### src/rtl/universal_shift_reg.sv
// Universal shift register: hold/shift/rotate/load/clear plus optional burst engine.
// Define USR_BURST_EN to compile in the counted-shift burst engine (busy/done).
module universal_shift_reg #(
  parameter int WIDTH = 8,
  parameter int CW    = $clog2(WIDTH+1)
) (
  input  logic             clk,
  input  logic             clear_n,
  input  logic             en,
  input  logic [2:0]       mode,
  input  logic [WIDTH-1:0] d,
  input  logic             sr_inRS,
  input  logic             sr_inLS,
  input  logic             start,
  input  logic [CW-1:0]    burst_len,
  input  logic             dir,
  output logic [WIDTH-1:0] q,
  output logic             sr_outRS,
  output logic             sr_outLS,
  output logic             busy,
  output logic             done
);

  logic [WIDTH-1:0] q_r;
  logic [WIDTH-1:0] shr;
  logic [WIDTH-1:0] shl;
  logic [WIDTH-1:0] mode_q;

  assign shr = {sr_inRS, q_r[WIDTH-1:1]};
  assign shl = {q_r[WIDTH-2:0], sr_inLS};

  always_comb begin
    mode_q = q_r;
    unique case (mode)
      3'b000: mode_q = q_r;
      3'b001: mode_q = shr;
      3'b010: mode_q = shl;
      3'b011: mode_q = d;
      3'b100: mode_q = {q_r[0], q_r[WIDTH-1:1]};
      3'b101: mode_q = {q_r[WIDTH-2:0], q_r[WIDTH-1]};
      3'b110: mode_q = {q_r[WIDTH-1], q_r[WIDTH-1:1]};
      3'b111: mode_q = '0;
    endcase
  end

  assign q        = q_r;
  assign sr_outRS = q_r[0];
  assign sr_outLS = q_r[WIDTH-1];

`ifdef USR_BURST_EN

  typedef enum logic [0:0] {
    S_IDLE = 1'b0,
    S_RUN  = 1'b1
  } state_t;

  localparam logic [CW-1:0] ONE = CW'(1);
  localparam logic [CW-1:0] MAX = CW'(WIDTH);

  state_t           state;
  state_t           state_nx;
  logic [WIDTH-1:0] q_nx;
  logic [CW-1:0]    cnt;
  logic [CW-1:0]    cnt_nx;
  logic [CW-1:0]    len_sat;
  logic             bdir;
  logic             bdir_nx;
  logic             done_r;
  logic             done_nx;

  assign len_sat = (burst_len > MAX) ? MAX : burst_len;

  // done is a pure one-cycle pulse: it defaults low every edge, en or not
  always_comb begin
    state_nx = state;
    q_nx     = q_r;
    cnt_nx   = cnt;
    bdir_nx  = bdir;
    done_nx  = 1'b0;
    if (en) begin
      unique case (state)
        S_IDLE: begin
          if (start) begin
            cnt_nx  = len_sat;
            bdir_nx = dir;
            if (len_sat == '0) done_nx  = 1'b1;
            else               state_nx = S_RUN;
          end else begin
            q_nx = mode_q;
          end
        end
        S_RUN: begin
          q_nx   = bdir ? shl : shr;
          cnt_nx = cnt - ONE;
          if (cnt == ONE) begin
            state_nx = S_IDLE;
            done_nx  = 1'b1;
          end
        end
      endcase
    end
  end

  always_ff @(posedge clk or negedge clear_n) begin
    if (!clear_n) begin
      state  <= S_IDLE;
      q_r    <= '0;
      cnt    <= '0;
      bdir   <= 1'b0;
      done_r <= 1'b0;
    end else begin
      state  <= state_nx;
      q_r    <= q_nx;
      cnt    <= cnt_nx;
      bdir   <= bdir_nx;
      done_r <= done_nx;
    end
  end

  assign busy = (state == S_RUN);
  assign done = done_r;

`else

  logic unused_burst;
  assign unused_burst = ^{start, burst_len, dir};

  always_ff @(posedge clk or negedge clear_n) begin
    if (!clear_n) q_r <= '0;
    else if (en)  q_r <= mode_q;
  end

  assign busy = 1'b0;
  assign done = 1'b0;

`endif

endmodule

### config.mk
export PLATFORM = sky130hd
export DESIGN_NAME = universal_shift_reg
export DESIGN_NICKNAME = d
export VERILOG_FILES = /design/src/rtl/universal_shift_reg.sv
export SDC_FILE = /design/constraint.sdc
export NUM_CORES = 1
export LEC_CHECK = 0
export CAP_MARGIN = 30
export CELL_PAD_IN_SITES_DETAIL_PLACEMENT = 1
export CELL_PAD_IN_SITES_GLOBAL_PLACEMENT = 1
export CORE_ASPECT_RATIO = 1.25
export CORE_MARGIN = 4
export CORE_UTILIZATION = 27
export DETAILED_ROUTE_END_ITERATION = 10
export PLACE_DENSITY_LB_ADDON = 0.08
export RECOVER_POWER = 25
export SYNTH_ARGS = -nofsm -noshare
export SYNTH_HDL_FRONTEND = slang
export SYNTH_SLANG_ARGS = --single-unit
export TNS_END_PERCENT = 100
### constraint.sdc
create_clock -name clk -period 1.1 [get_ports clk]
set_input_delay 0.22 -clock clk [delete_from_list [all_inputs] [get_ports clk]]
set_output_delay 0.22 -clock clk [all_outputs]
set_load 0.1 [all_outputs]
==> run summary <==
The flow ran to the end, but the final reports show violations. The final reports fail on setup timing. The number of global-route vias before repair was 806; the clock transition at the registers of the reported paths was 0.06 ns. For the worst-case setup margin in the final layout, the log shows -0.08725 ns. The die is 52.74 um wide.

The number of DRC violations after detailed-routing iteration 0 was 12. The logs give 144 for the layout net count and 15.82% for the overall fraction of global-route tracks in use. The pre-antenna-repair detailed-routing pass consisted of 4 iterations. Setup violations remaining at the end of the flow were counted as 13. Data on the critical path arrives at its endpoint at 0.97 ns. Dividing the detail-routed wire length by the instance count gives 15.18 um.

Setup repair after global routing could not meet its margin everywhere. The critical path goes through buf_12. STA classifies the critical path endpoint as a primary output.

The power density over cell area is 1600 nW/um^2. The highest-delay cell along the critical path was sky130_fd_sc_hd__dfrtp_4. The number of hold buffers added after CTS was 0.

The worst IR drop on VDD is 0.0008468 V. For the maximum number of pins on one net before global-route repair, the log shows 9. The longest clock path from root to sink contains 2 buffers. In the layout the commonest cells are 11 x sky130_fd_sc_hd__buf_4, 10 x sky130_fd_sc_hd__clkdlybuf4s50_1, 10 x sky130_fd_sc_hd__buf_12.

The clock net in this run drives a total of 8 sinks. The critical path is of the reg -> out type. After detailed routing, the met2 layer carries 1.239 mm of wire.

For this configuration, the core starts out at a cell density of 28.13%. The number of I/O port buffers works out to 25. From synthesis to final layout, the design area changed by 84.63%. The share of post-route cells with drive strength above 1 works out to 50.00%.

Derived from the worst setup path, the maximum achievable clock frequency is 0.8423 GHz. The global-route congestion overflow total was 0. The routability-driven placement congestion ratio is 0.7513, and the number of H-tree branching levels is 1. The number of antenna violations at the first check in global routing is 0. In this run switching power makes up 49.19% of total power. For the total met3 wirelength after detailed routing, the log shows 94 um. For the final routed database, the setup TNS stands at -0.6664 ns. The number of hold violations in the final report is 0.

The worst setup path is launched from a register. The run gives 0.88 ns as the required time of the critical path. The synthesized instance count came out at 83. Of the total power, combinational logic draws 64.1%. Across the run, the number of max-cap violations was 0.

The final clock period utilization by the worst path works out to 107.9%. The highest fanout seen on the critical path was 5; the remaining number of nets flagged by the antenna check after routing was 0. The vertical die dimension was 63.93 um. Counting the fill cells in the layout gives 289.

TritonCTS built the clock tree. In this run the mean area of a mapped cell was 8.140 sq um. The flip-flop count of the largest register after layout was 8; the clock network fraction of design power was 11.6%.

The die covers 3372 sq um. After detailed routing, the total wire length is 2.323 mm. The run gives 34 as the top-level I/O count. The min-delay analysis places its worst path in the category in -> async. The net switching power figure is 981.6 uW.

The distinct cell type count of the synthesized netlist is 26. Utilization of the core after routing: 51.93%. The logs give 24.3% for the power share of the sequential group and 0 for the final count of pins violating max slew. The detailed router put a total of 968 um of wire on met1. The first global-routing pass estimated 3.946 mm of wire.

The family with the most delay on the worst path was flip-flops. The internal power contribution was 1.014 mW. The antenna diode count came out at 0.

The library cell used most frequently in the layout, excluding fill and tap cells, is sky130_fd_sc_hd__buf_4. The number of clock buffers added by TritonCTS is 3. The detailed-route DRC error count was 0. Uppermost layer routed: met4. Leakage power total: 0.5164 nW. The via total after detailed routing came out at 760. The tools report the buffer cell driving the clock tree root as sky130_fd_sc_hd__clkbuf_4. The floorplan step defined a core boundary enclosing 2402 sq um. The post-synthesis sequential area ratio is 29.63%.

After synthesis the cells add up to 675.6 sq um. The detail-routed via count per cell was 4.967. The final critical-path required period works out to 1.187 ns. The warning count from the yosys run was 0. The tools report the worst-case clock skew as 0.005037 ns. The number of buffer and inverter stages on the critical path came out at 1. The floorplan has 20 rows.

Summing all placed instances gives a cell area of 1119 sq um. In this design, the stage delay of the slowest critical-path cell is 0.52 ns. The run gives 1247 sq um as the area of all placed cells without fillers. Once detailed placement completed, the half-perimeter wirelength came to 1.819 mm.

In this run, synthesis produced a sequential element count of 8. At the later pin of the worst-skew pair, clock insertion delay measures 0.26 ns.
[cell type report]
| class | count | area [sq um] | area share, % |
|---|---|---|---|
| Clock buffer | 3 | 22.52 | 1.805 |
| Inverter | 8 | 33.78 | 2.708 |
| Timing Repair Buffer | 41 | 465.4 | 37.31 |
| Sequential cell | 8 | 230.2 | 18.46 |
| Multi-Input combinational cell | 60 | 454.2 | 36.41 |
| Tap cell | 33 | 41.29 | 3.310 |
[metal layers]
metal	global-route usage (%)	up-vias
li1	-	373
met3	3.497	4
met2	27.02	17
met4	3.834	0
met1	19.66	366
met5	0	-
[what timing repair did]
action,in CTS,in global routing
setup buffers,6,1
resized for setup,22,10
pin swaps,2,5
setup endpoints to repair,18,18
[power groups by stage]
stage	clock, mW	combinational (mW)	sequential [mW]
2_1_floorplan	0	0.389	0.856
3_3_place_gp	0	1.14	0.508
3_5_place_dp	0	1.16	0.509
4_1_cts	0.237	1.27	0.481
5_1_grt	0.266	1.34	0.495
6_report	0.231	1.28	0.485
[synthesized netlist by cell type, drive strengths merged]
master  instances  area share (%)
or2b            1             1.7
nand3           3             2.2
conb            1            0.56
o32ai           1             1.3
nand2b          2             1.9
nand2           3             1.7
o22ai           2             1.9
o21a            3             3.5
and2            2             2.0
a21oi           5             3.7
o22a            4             5.2
nor2            4             2.2
inv             8             4.4
mux2i           3             4.4
o221ai          3             3.9
clkbuf          2             4.1
buf             6             7.8
nand3b          1             1.1
dfrtp           8              30
nor3            4             3.0
o31a            1             1.5
o21ai          15              11
or3b            1             1.3
[stage by stage]
| stage | cells | hold slack [ns] | power (mW) | worst slack (ns) |
|---|---|---|---|---|
| after floorplan | 84 | -0.07557 | 1.245 | -0.04645 |
| after global placement | 143 | 0.5207 | 1.648 | -0.5189 |
| after detailed placement | 143 | 0.5296 | 1.665 | -0.5658 |
| after CTS | 152 | 0.2552 | 1.985 | -0.09251 |
| after global routing | 153 | 0.4497 | 2.098 | -0.1193 |
| final | 153 | 0.4320 | 1.996 | -0.08725 |
[path summary, 6_finish.rpt]
kind,to,from,cells after the start,slack (ns)
worst max-delay path,q[7],q[7],1,-0.09
worst min-delay path,q[7],clear_n,2,0.43
worst max register to register,q[6],q[7],4,-0.02
worst min register to register,q[3],q[3],1,0.64
max in group asynchronous,q[3],clear_n,2,0.29
min in group clk,q[7],mode[0],4,0.45
[cells by family (layout without fill, tap and decap cells)]
family,after synthesis,count (layout),synth area share [%]
buffers and inverters,16,52,16.30
AO/OA/AOI/OAI,34,34,32.04
other,1,2,0.5550
multiplexers,3,3,4.445
flip-flops,8,8,29.63
AND/OR/NAND/NOR,21,21,17.04
(Power assumes the default switching activity.)
